### src/rtl/top.sv
// TMR 4-bit universal shift register: three lockstep replicas with a bitwise majority voter.
// Define TMR_SCRUB_EN to have every replica compute its next state from the voted value.

module tmr_replica (
    input  logic       clk,
    input  logic       rst,
    input  logic       enable,
    input  logic [1:0] mode,
    input  logic       load,
    input  logic       serial_in,
    input  logic [3:0] parallel_in,
    input  logic [3:0] src,
    output logic [3:0] value
);

    logic [3:0] reg_data;
    logic [3:0] reg_data_next;

    always_ff @(posedge clk or negedge rst) begin
        if (!rst) begin
            reg_data <= 4'b0000;
        end else begin
            reg_data <= reg_data_next;
        end
    end

    // src is either this replica's own state or the voted value, chosen by the parent
    always_comb begin
        reg_data_next = src;
        if (enable) begin
            case (mode)
                2'b00, 2'b01: reg_data_next = {src[2:0], serial_in};
                2'b10:        reg_data_next = load ? parallel_in : {src[2:0], 1'b0};
                2'b11:        reg_data_next = load ? parallel_in : src;
            endcase
        end
    end

    assign value = reg_data;

endmodule

module top (
    input  logic       clk,
    input  logic       rst,
    input  logic       enable,
    input  logic [1:0] mode,
    input  logic       load,
    input  logic       serial_in,
    input  logic [3:0] parallel_in,
    output logic       serial_out,
    output logic [3:0] parallel_out
);

    logic [3:0] r1;
    logic [3:0] r2;
    logic [3:0] r3;
    logic [3:0] voted;
    logic [3:0] s1;
    logic [3:0] s2;
    logic [3:0] s3;

    assign voted = (r1 & r2) | (r1 & r3) | (r2 & r3);

`ifdef TMR_SCRUB_EN
    assign s1 = voted;
    assign s2 = voted;
    assign s3 = voted;
`else
    assign s1 = r1;
    assign s2 = r2;
    assign s3 = r3;
`endif

    tmr_replica register_1 (
        .clk         (clk),
        .rst         (rst),
        .enable      (enable),
        .mode        (mode),
        .load        (load),
        .serial_in   (serial_in),
        .parallel_in (parallel_in),
        .src         (s1),
        .value       (r1)
    );

    tmr_replica register_2 (
        .clk         (clk),
        .rst         (rst),
        .enable      (enable),
        .mode        (mode),
        .load        (load),
        .serial_in   (serial_in),
        .parallel_in (parallel_in),
        .src         (s2),
        .value       (r2)
    );

    tmr_replica register_3 (
        .clk         (clk),
        .rst         (rst),
        .enable      (enable),
        .mode        (mode),
        .load        (load),
        .serial_in   (serial_in),
        .parallel_in (parallel_in),
        .src         (s3),
        .value       (r3)
    );

    assign parallel_out = voted;
    assign serial_out   = voted[3];

endmodule

### config.mk
export PLATFORM = sky130hd
export DESIGN_NAME = top
export DESIGN_NICKNAME = d
export VERILOG_FILES = /design/src/rtl/top.sv
export SDC_FILE = /design/constraint.sdc
export NUM_CORES = 1
export LEC_CHECK = 0
export BUFFER_PORTS_ARGS = -buffer_cell sky130_fd_sc_hd__buf_4
export CAP_MARGIN = 0
export CORE_AREA = 2 2 39 41
export DETAILED_ROUTE_END_ITERATION = 12
export DIE_AREA = 0 0 41 43
export GPL_ROUTABILITY_DRIVEN = 0
export HOLD_SLACK_MARGIN = 0.12
export PLACE_DENSITY_LB_ADDON = 0.1
export SLEW_MARGIN = 20
export SYNTH_ARGS = -nofsm -noshare
export SYNTH_HDL_FRONTEND = slang
export SYNTH_SLANG_ARGS = --single-unit
### constraint.sdc
create_clock -name clk -period 1.5 [get_ports clk]
set_input_delay 0.3 -clock clk [delete_from_list [all_inputs] [get_ports clk]]
set_output_delay 0.3 -clock clk [all_outputs]
set_load 0.03 [all_outputs]
### After elaboration in Yosys (flattened, before gate mapping)

Index checks and enable logic that the tools add are counted.

* bits in registers: 12
* input bits: 11
* output and inout port bits: 5
* logic and storage cells: 22

* eq/ne operators: 4
* muxes and demuxes: 7
* bitwise operators: 5
* reduce and logical (&&, ||, !) cells: 3

Operator list (number)
* $pmux W4 S3: 3
* $mux W4: 4
* $and A4 B4 Y4: 3
* $or A4 B4 Y4: 2
* $eq A2 B2 Y1 const B: 2
* $eq A2 B1 Y1 const B: 1
* $logic_not A2 Y1: 1
* $ne A2 B2 Y1 const B: 1
* $reduce_and A2 Y1: 1
* $reduce_or A2 Y1: 1

### Logic depth before layout (Yosys ltp)

Gate-level depths: netlist of the first run.

* word-level depth: 3
* depth in mapped cells: 3

### Cells and area by module

From an unflattened synthesis of the first run, not the netlist that was laid out.

* cells, all modules: 86
* area total of the unflattened synthesis: 810.8 µm²

By module, submodules not included
* tmr_replica: times used 3, cells an instance 27, area each 252.7 µm²
* top: times used 1, cells an instance 5, area each 52.6 µm²

### Least setup slack after synthesis of the first run

OpenSTA, ideal clock, no wires.

* path type: input-to-reg
* start: input port mode[0]
* end: register register_3.reg_data[1] (netlist: register_3.value[1])
* setup time: 0.125 ns
* data arrival time: 1.060 ns
* data required time: 1.375 ns
* setup slack: 0.316 ns
* cell stages on the path: 3
* path buffers: 0
* path through: o21ai_2 > mux2_1 > mux2_2

* cells in the longest elaborated chain, start to end: 3
* elaborated cells on any way between the ends: 8
* those cells by class: 4 x eq/ne; 1 x mux; 3 x reduce/logical

Ends and longest elaborated chain
* start, declared: RTL line 47 `input logic [1:0] mode,`
* $eq A2 B1 Y1, or another cell as far along: RTL line 31 `case (mode)`
* $reduce_or A2 Y1 or $ne A2 B2 Y1 (tied branches)
* $pmux W4 S3 or $reduce_and A2 Y1 (tied branches)
* end signal, assigned: RTL line 23 `reg_data <= reg_data_next;`
* end, declared: RTL line 16 `logic [3:0] reg_data;`

Several ways; a longest one is shown, not always the timed one.
A chain may end at the register's enable or synchronous reset.

### Final worst setup path of the first run

Same ends and word-level chain as after synthesis.

==> metrics, run 1 <==
syn avg cell area 12.3 um^2; Syn-to-layout area delta 71.2%; placed cell count 48; min Tclk post-route 1140 ps; unrepaired setup endpoints after global routing false; top cells by area, synth dfrtp_1 (45%), mux2_2 (20%), mux2_1 (15%); outcome finished, final reports clean; Worst Setup End Kind register; Unique masters post-synth 8; Num CTS Buffers 3; Filler cells 163; CTS tree done; clk_lat worst skew 230 ps; Peak supply drop 0.000386 V; max-cap viol count 0; Rel. slew slack 0.836; Routed WL per cell 10.3 um; antenna cells 0; total congestion overflow 0; clock-pin slew on the worst setup and hold paths 40 ps; non-filler cells in the finished layout 52; initial core utilization 0.160; Setup TNS Final 0 ps; Synth top area share 0.452; Max Fclk 0.880 GHz; Hold Crit Class input port to async pin; IO buf count 15; Fin. Hold Viols 0; Worst Skew 1.14 ps; Clock Tree Buf Depth 2; Static Leakage 0.187 nW; first-pass GRT wire length 772 um; Synth Area in Adders 0; Nets 49; Synth Area in Compound Gates 0.107; number of setup buffers added after CTS 0; Core Rows 14; register bit count reported by yosys 4; layout cells sized above 1 0.667; vias in the first global route 201; main combinational cell family by area after synthesis multiplexers; simple-gate share of the synthesized area 0.0169; Top Ports 16; Post-Syn Nets 29; R2R setup slack 450 ps; die area 0.00176 mm^2; Seq/Total Area, Yosys 0.452; Final setup viols 0; Vias per Instance 3.79; Initial DRT Pass Iterations 1; WP data required 1610 ps; core area 0.00138 mm^2; total global-route track usage 0.0725; mux contribution to synthesized area 0.356; routed via count 197; Worst setup SP type input port; Gate Count Post-Synth 18; PwrDens 1230 mW/mm^2; Worst-Margin Slew 247 ps; max reg flops 4; Arrival @ worst endpoint 1250 ps; Chip Height 43 um; number of DRC markers in iteration 0 0; max-slew violation count 0; Die X 41 um; Setup CP Type input port to register; largest net degree at the start of global routing 5; initial antenna violation count 0; H-tree levels 1; synthesized area 221 um^2; drt total wl 533 um; Ys Warns 0; CP startpoint mode[0]; crit path max fanout 4; CTS Sinks 4; Final period util 0.757; DRC viols 0; Post-DRT Antenna Nets 0; reg2reg start register_3.value[2]; clock root buffer clkbuf_4; xor and xnor fraction of the mapped netlist area 0; cell taking the most area after synthesis dfrtp_1
## synth_stat cells
master,number
mux2_2,4
buf_4,1
nand2_1,1
o21ai_2,2
inv_1,2
mux2_1,3
dfrtp_1,4
o22ai_1,1
## where the power goes
part / internal (W) / total [W] / switching, W
registers: 0.000133 / 0.000149 / 0.0000166
clock network: 0.0000893 / 0.000131 / 0.0000416
logic: 0.0000873 / 0.000186 / 0.0000988
total: 0.000309 / 0.000466 / 0.000157
## critical path, stage by stage
cell and delay [ps]:
buf_4 120, o21ai_2 230, mux2_1 350, mux2_2 260
## cell families (layout without fill, tap and decap cells)
group / after synthesis / after routing
buffers and inverters: 3 / 21
DFF: 4 / 4
muxes: 7 / 7
and+or+nand+nor: 1 / 1
AOI/OAI and AO/OA: 3 / 3
## metal layers
layer,vias to the layer above,track usage,share of wire,wire length (um)
li1,99,-,-,-
met4,0,0.100,0.017,9
met2,9,0.100,0.46,247
met1,87,0.0714,0.41,219
met3,2,0.0157,0.11,57
met5,-,0,0,0
## final cells by class
class                           count  area [um^2]  share of cell area
Tap cell                           16         20.0              0.0528
Sequential cell                     4          100               0.264
Clock buffer                        3         22.5              0.0594
Multi-Input combinational cell     11          106               0.281
Inverter                            2         7.51              0.0198
Timing Repair Buffer               16          123               0.323
## worst paths after layout
kind                                  endpoint  cells past startpoint
max                        register_3.value[1]                      4
min                        register_3.value[1]                      2
max reg2reg                register_3.value[3]                      2
min reg2reg                register_3.value[0]                      1
max in group asynchronous  register_3.value[3]                      2
min in group clk           register_3.value[3]                      3
## through the flow
step	util	hold slack (ps)	instance area [um^2]	power (W)	worst slack (ps)
CTS	0.274	391	379	0.000481	336
global route	0.274	414	379	0.000494	309
floorplan	-	4.41	221	0.000264	316
detailed placement	0.250	101	347	0.000338	84.8
global placement	0.250	99.2	347	0.000336	104
finish	0.274	403	379	0.000466	364
## what timing repair did
item	CTS	global route
gates resized for setup	0	0
endpoints found under the hold margin	4	0
hold buffers	1	0
## cells in the final DEF (no fill, tap or decap), drive strengths merged
| cell | synthesis | final |
|---|---|---|
| buf | 1 | 15 |
| clkbuf | 0 | 3 |
| dfrtp | 4 | 4 |
| dlygate4sd3 | 0 | 1 |
| inv | 2 | 2 |
| mux2 | 7 | 7 |
| nand2 | 1 | 1 |
| o21ai | 2 | 2 |
| o22ai | 1 | 1 |
(Power assumes the default switching activity.)
==> inputs of run 2 (changes only) <==
--- a/config.mk
+++ b/config.mk
@@ -5,6 +5,7 @@
 export SDC_FILE = /design/constraint.sdc
 export NUM_CORES = 1
 export LEC_CHECK = 0
+export ABC_AREA = 1
 export BUFFER_PORTS_ARGS = -buffer_cell sky130_fd_sc_hd__buf_4
 export CAP_MARGIN = 0
 export CORE_AREA = 2 2 39 41
==> constraint.sdc (replaced) <==
create_clock -name clk -period 0.97 [get_ports clk]
set_input_delay 0.194 -clock clk [delete_from_list [all_inputs] [get_ports clk]]
set_output_delay 0.194 -clock clk [all_outputs]
set_load 0.03 [all_outputs]
==> metrics, run 2 <==
register bit count reported by yosys 4; non-filler cells in the finished layout 83; commonest non-fill, non-tap cells in the layout nand2_1 (16), buf_4 (11), nand3_1 (6), buf_6 (6); Nets 79; Fin. Hold Viols 0; Register Area 103 um^2; WP data required 780 ps; CTS Sinks 4; initial core utilization 0.216; Clock Tree Buf Depth 2; routed via count 355; max-cap viol count 0; M2 GR Usage 0.169; Final setup viols 4; clock-pin slew on the worst setup and hold paths 40 ps; core area 0.00138 mm^2; unrepaired setup endpoints after global routing true; total congestion overflow 0; Core Rows 14; M3 GR Usage 0.0366; dpl hpwl 637 um; Synth Flop Type dfrtp_1; GRT Max-Usage Layer met2; met1 Use GR 0.130; Final period util 1.03; Post-Syn Nets 57; setup ws final -30.1 ps; Post-synth top cells nand2_1 (16), nand3_1 (6), a21oi_1 (4), dfrtp_1 (4), inv_2 (4); Chip Height 43 um; Worst-Margin Slew 137 ps; synthesized area 299 um^2; syn avg cell area 6.50 um^2; vias in the first global route 338; DP Area 432 um^2; Arrival @ worst endpoint 810 ps; Syn-to-layout area delta 69.0%; Peak supply drop 0.000653 V; Design Area, Final 505 um^2; Max Fclk 1.00 GHz; Static Leakage 0.272 nW; ys async rst share 1.00; first-pass GRT wire length 1320 um; Gate Count Post-Synth 46; number of DRC markers in iteration 0 3; Top Ports 16; largest net degree at the start of global routing 8; Seq/Total Area, Yosys 0.335; slowest stage cell, crit path dfrtp_2; clk_lat worst skew 240 ps; DRC viols 0; worst path cell trace buf_6; Post-DRT Antenna Nets 0; Synth top area share 0.335; clock root buffer clkbuf_4; H-tree levels 1; drt total wl 782 um; crit path max fanout 4; EDFF count, synth 0; placed cell count 76; max-slew violation count 0; PwrDens 1470 mW/mm^2; Rel. slew slack 0.908; layout cells sized above 1 0.463; initial antenna violation count 0; Buf/Inv on CP 1; Hold Crit Class input port to register; CTS tree done; Vias per Instance 4.28; Max stage delay on crit path 420 ps; Setup CP Type register to primary output; most frequent cell after synthesis nand2_1; antenna cells 0; max reg flops 4; Num CTS Buffers 3; Placement Setup Slack 71.4 ps; Worst setup SP type register; Ys Warns 0; top cells by area, synth dfrtp_1 (33%), nand2_1 (20%), nand3_1 (10%); multi-input combinational cell area 170 um^2; die area 0.00176 mm^2; Worst path top cell family by delay flip-flops; total global-route track usage 0.114; Worst Setup End Kind primary output; most common cell after layout, fill and taps aside nand2_1; cell taking the most area after synthesis dfrtp_1; IO buf count 15; failing checks negative setup slack; Filler cells 163; Routed WL per cell 9.42 um; min Tclk post-route 1000 ps; Worst Skew 9.55 ps; Die X 41 um; Initial DRT Pass Iterations 3; Unique masters post-synth 13; outcome finished with violations
[run 2: worst paths after layout]
kind / start / endpoint / slack, ps / cells past startpoint
min in group asynchronous: rst / register_3.value[2] / 290 / 2
min reg2reg: register_3.value[2] / register_3.value[2] / 550 / 2
max: register_3.value[2] / parallel_out[2] / -30 / 1
min: serial_in / register_3.value[0] / 260 / 5
max reg2reg: register_3.value[2] / register_3.value[3] / 50 / 3
max in group asynchronous: rst / register_3.value[3] / 570 / 2
[run 2: area by class of cell]
type | instances | share of cell area
multi-input combinational | 34 | 0.337
timing repair buffer | 18 | 0.317
tap | 16 | 0.0396
inverter | 7 | 0.0520
clock buffer | 4 | 0.0520
sequential | 4 | 0.203
[run 2: cells by family (layout without fill, tap and decap cells)]
family / Yosys count / in the layout / synth area share
buf+inv: 8 / 29 / 0.113
compound gates: 4 / 4 / 0.0669
flops: 4 / 4 / 0.335
simple gates: 30 / 30 / 0.485
[run 2: through the flow]
stage,hold WS (ps),utilization,power [W],setup TNS (ps)
finish,262,0.365,0.000745,-64.2
global route,262,0.365,0.000811,-242
CTS,254,0.363,0.000760,-98.5
detailed placement,-8.27,0.312,0.000476,0
global placement,-6.06,0.312,0.000480,0
floorplan,-102,-,0.000369,0
[run 2: what timing repair did]
action                                  4_1_cts  5_1_grt
hold buffers                                  1        0
pin swaps                                     0        2
hold endpoints to repair                      4        0
gates resized for setup                       5        1
setup buffers                                 2        0
cloned                                        0        0
endpoints found under the setup margin        5        6
[run 2: where the power goes]
part	internal [W]	switching (W)
clock network	0.000154	0.0000703
logic	0.000147	0.000152
registers	0.000195	0.0000267
[run 2: metal layers]
| layer | up-vias | wire length (um) |
|---|---|---|
| li1 | 185 | - |
| met1 | 162 | 329 |
| met2 | 8 | 404 |
| met3 | 0 | 48 |
| met4 | 0 | 0 |
| met5 | - | 0 |
==> inputs of run 3 (changes only) <==
==> constraint.sdc (replaced) <==
create_clock -name clk -period 1 [get_ports clk]
set_input_delay 0.2 -clock clk [delete_from_list [all_inputs] [get_ports clk]]
set_output_delay 0.2 -clock clk [all_outputs]
set_load 0.03 [all_outputs]
==> metrics, run 3 (synthesis gave the netlist of run 2 again) <==
DRC viols 0; drt total wl 735 um; Chip Height 43 um; Max stage delay on crit path 420 ps; total global-route track usage 0.107; CTS Sinks 4; IO buf count 15; largest net degree at the start of global routing 8; Worst path top cell family by delay flip-flops; DP Area 427 um^2; Setup CP Type register to primary output; Worst Setup End Kind primary output; Filler cells 160; Syn-to-layout area delta 62.3%; Num CTS Buffers 3; Worst Skew 0.309 ps; number of DRC markers in iteration 0 0; Rel. slew slack 0.913; vias in the first global route 330; PwrDens 1400 mW/mm^2; WP data required 800 ps; Routed WL per cell 9.07 um; Vias per Instance 4.14; clock root buffer clkbuf_4; max-cap viol count 0; CTS tree done; Core Util, Final 0.351; outcome finished, final reports clean; Hold Crit Class input port to register; commonest non-fill, non-tap cells in the layout nand2_1 (16), buf_4 (11), nand3_1 (6), buf_6 (5); unrepaired setup endpoints after global routing true; Nets 78; Initial DRT Pass Iterations 1; antenna cells 0; hold_ws 276 ps; Max Fclk 1.01 GHz; min Tclk post-route 992 ps; Final period util 0.992; Post-DRT Antenna Nets 0; Final setup viols 0; Design Area, Final 485 um^2; Static Leakage 0.264 nW; routed via count 335; initial antenna violation count 0; max-slew violation count 0; Clock Tree Buf Depth 2; slowest stage cell, crit path dfrtp_2; total congestion overflow 0; Worst-Margin Slew 131 ps; Core Rows 14; H-tree levels 1; Arrival @ worst endpoint 790 ps; Die X 41 um; Setup TNS Final 0 ps; initial core utilization 0.216; max reg flops 4; Worst setup SP type register; core area 0.00138 mm^2; Top Ports 16; Design Power 0.000678 W; layout cells sized above 1 0.462; clk_lat worst skew 230 ps; crit path max fanout 4; Fin. Hold Viols 0; most common cell after layout, fill and taps aside nand2_1; dpl hpwl 595 um; Buf/Inv on CP 1; Peak supply drop 0.000656 V; first-pass GRT wire length 1230 um; worst path cell trace buf_6; die area 0.00176 mm^2; clock-pin slew on the worst setup and hold paths 40 ps
run 3: path summary, 6_finish.rpt:
check                                     from                  end  slack, ps  depth (start not counted)
min reg2reg                register_3.value[0]  register_3.value[0]        530                          2
max reg2reg                register_3.value[2]  register_3.value[3]         60                          3
min in group asynchronous                  rst  register_3.value[2]        300                          2
min                                  serial_in  register_3.value[0]        280                          5
max in group asynchronous                  rst  register_3.value[0]        590                          2
max                        register_3.value[2]      parallel_out[2]          8                          1
run 3: worst min-delay path: cells and delay by family:
family	cells	cell delay, ps
buf+inv	1	80
simple gates	4	200
run 3: routing by layer:
layer,vias up,routed length [um],share of wire,global-route usage
li1,183,-,-,-
met1,143,303,0.41,0.121
met4,0,0,0,0.100
met5,-,0,0,0
met3,0,68,0.093,0.0314
met2,9,364,0.50,0.150
run 3: where the power goes:
part | switching [W] | total, W | internal (W)
Sequential | 0.0000265 | 0.000216 | 0.000189
Clock | 0.0000598 | 0.000194 | 0.000134
Combinational | 0.000141 | 0.000269 | 0.000128
run 3: area by class of cell:
cell class	count	area (um^2)	area share
multi-input combinational	34	165	0.340
timing repair buffer	17	149	0.307
sequential	4	103	0.211
inverter	7	26.3	0.0541
clock buffer	3	22.5	0.0464
tap	16	20.0	0.0412
run 3: stage by stage:
step                      std cells  worst slack [ps]
after floorplan                  46              12.4
after global placement           76              58.3
after detailed placement         76              63.7
after CTS                        80             -2.21
after global routing             81             -34.8
final                            81              8.09
run 3: timing repair:
action / CTS / global route
hold buffers: 1 / 0
hold endpoints to repair: 4 / 0
endpoints found under the setup margin: 3 / 5
gates resized for setup: 2 / 3
buffers inserted: 0 / 1
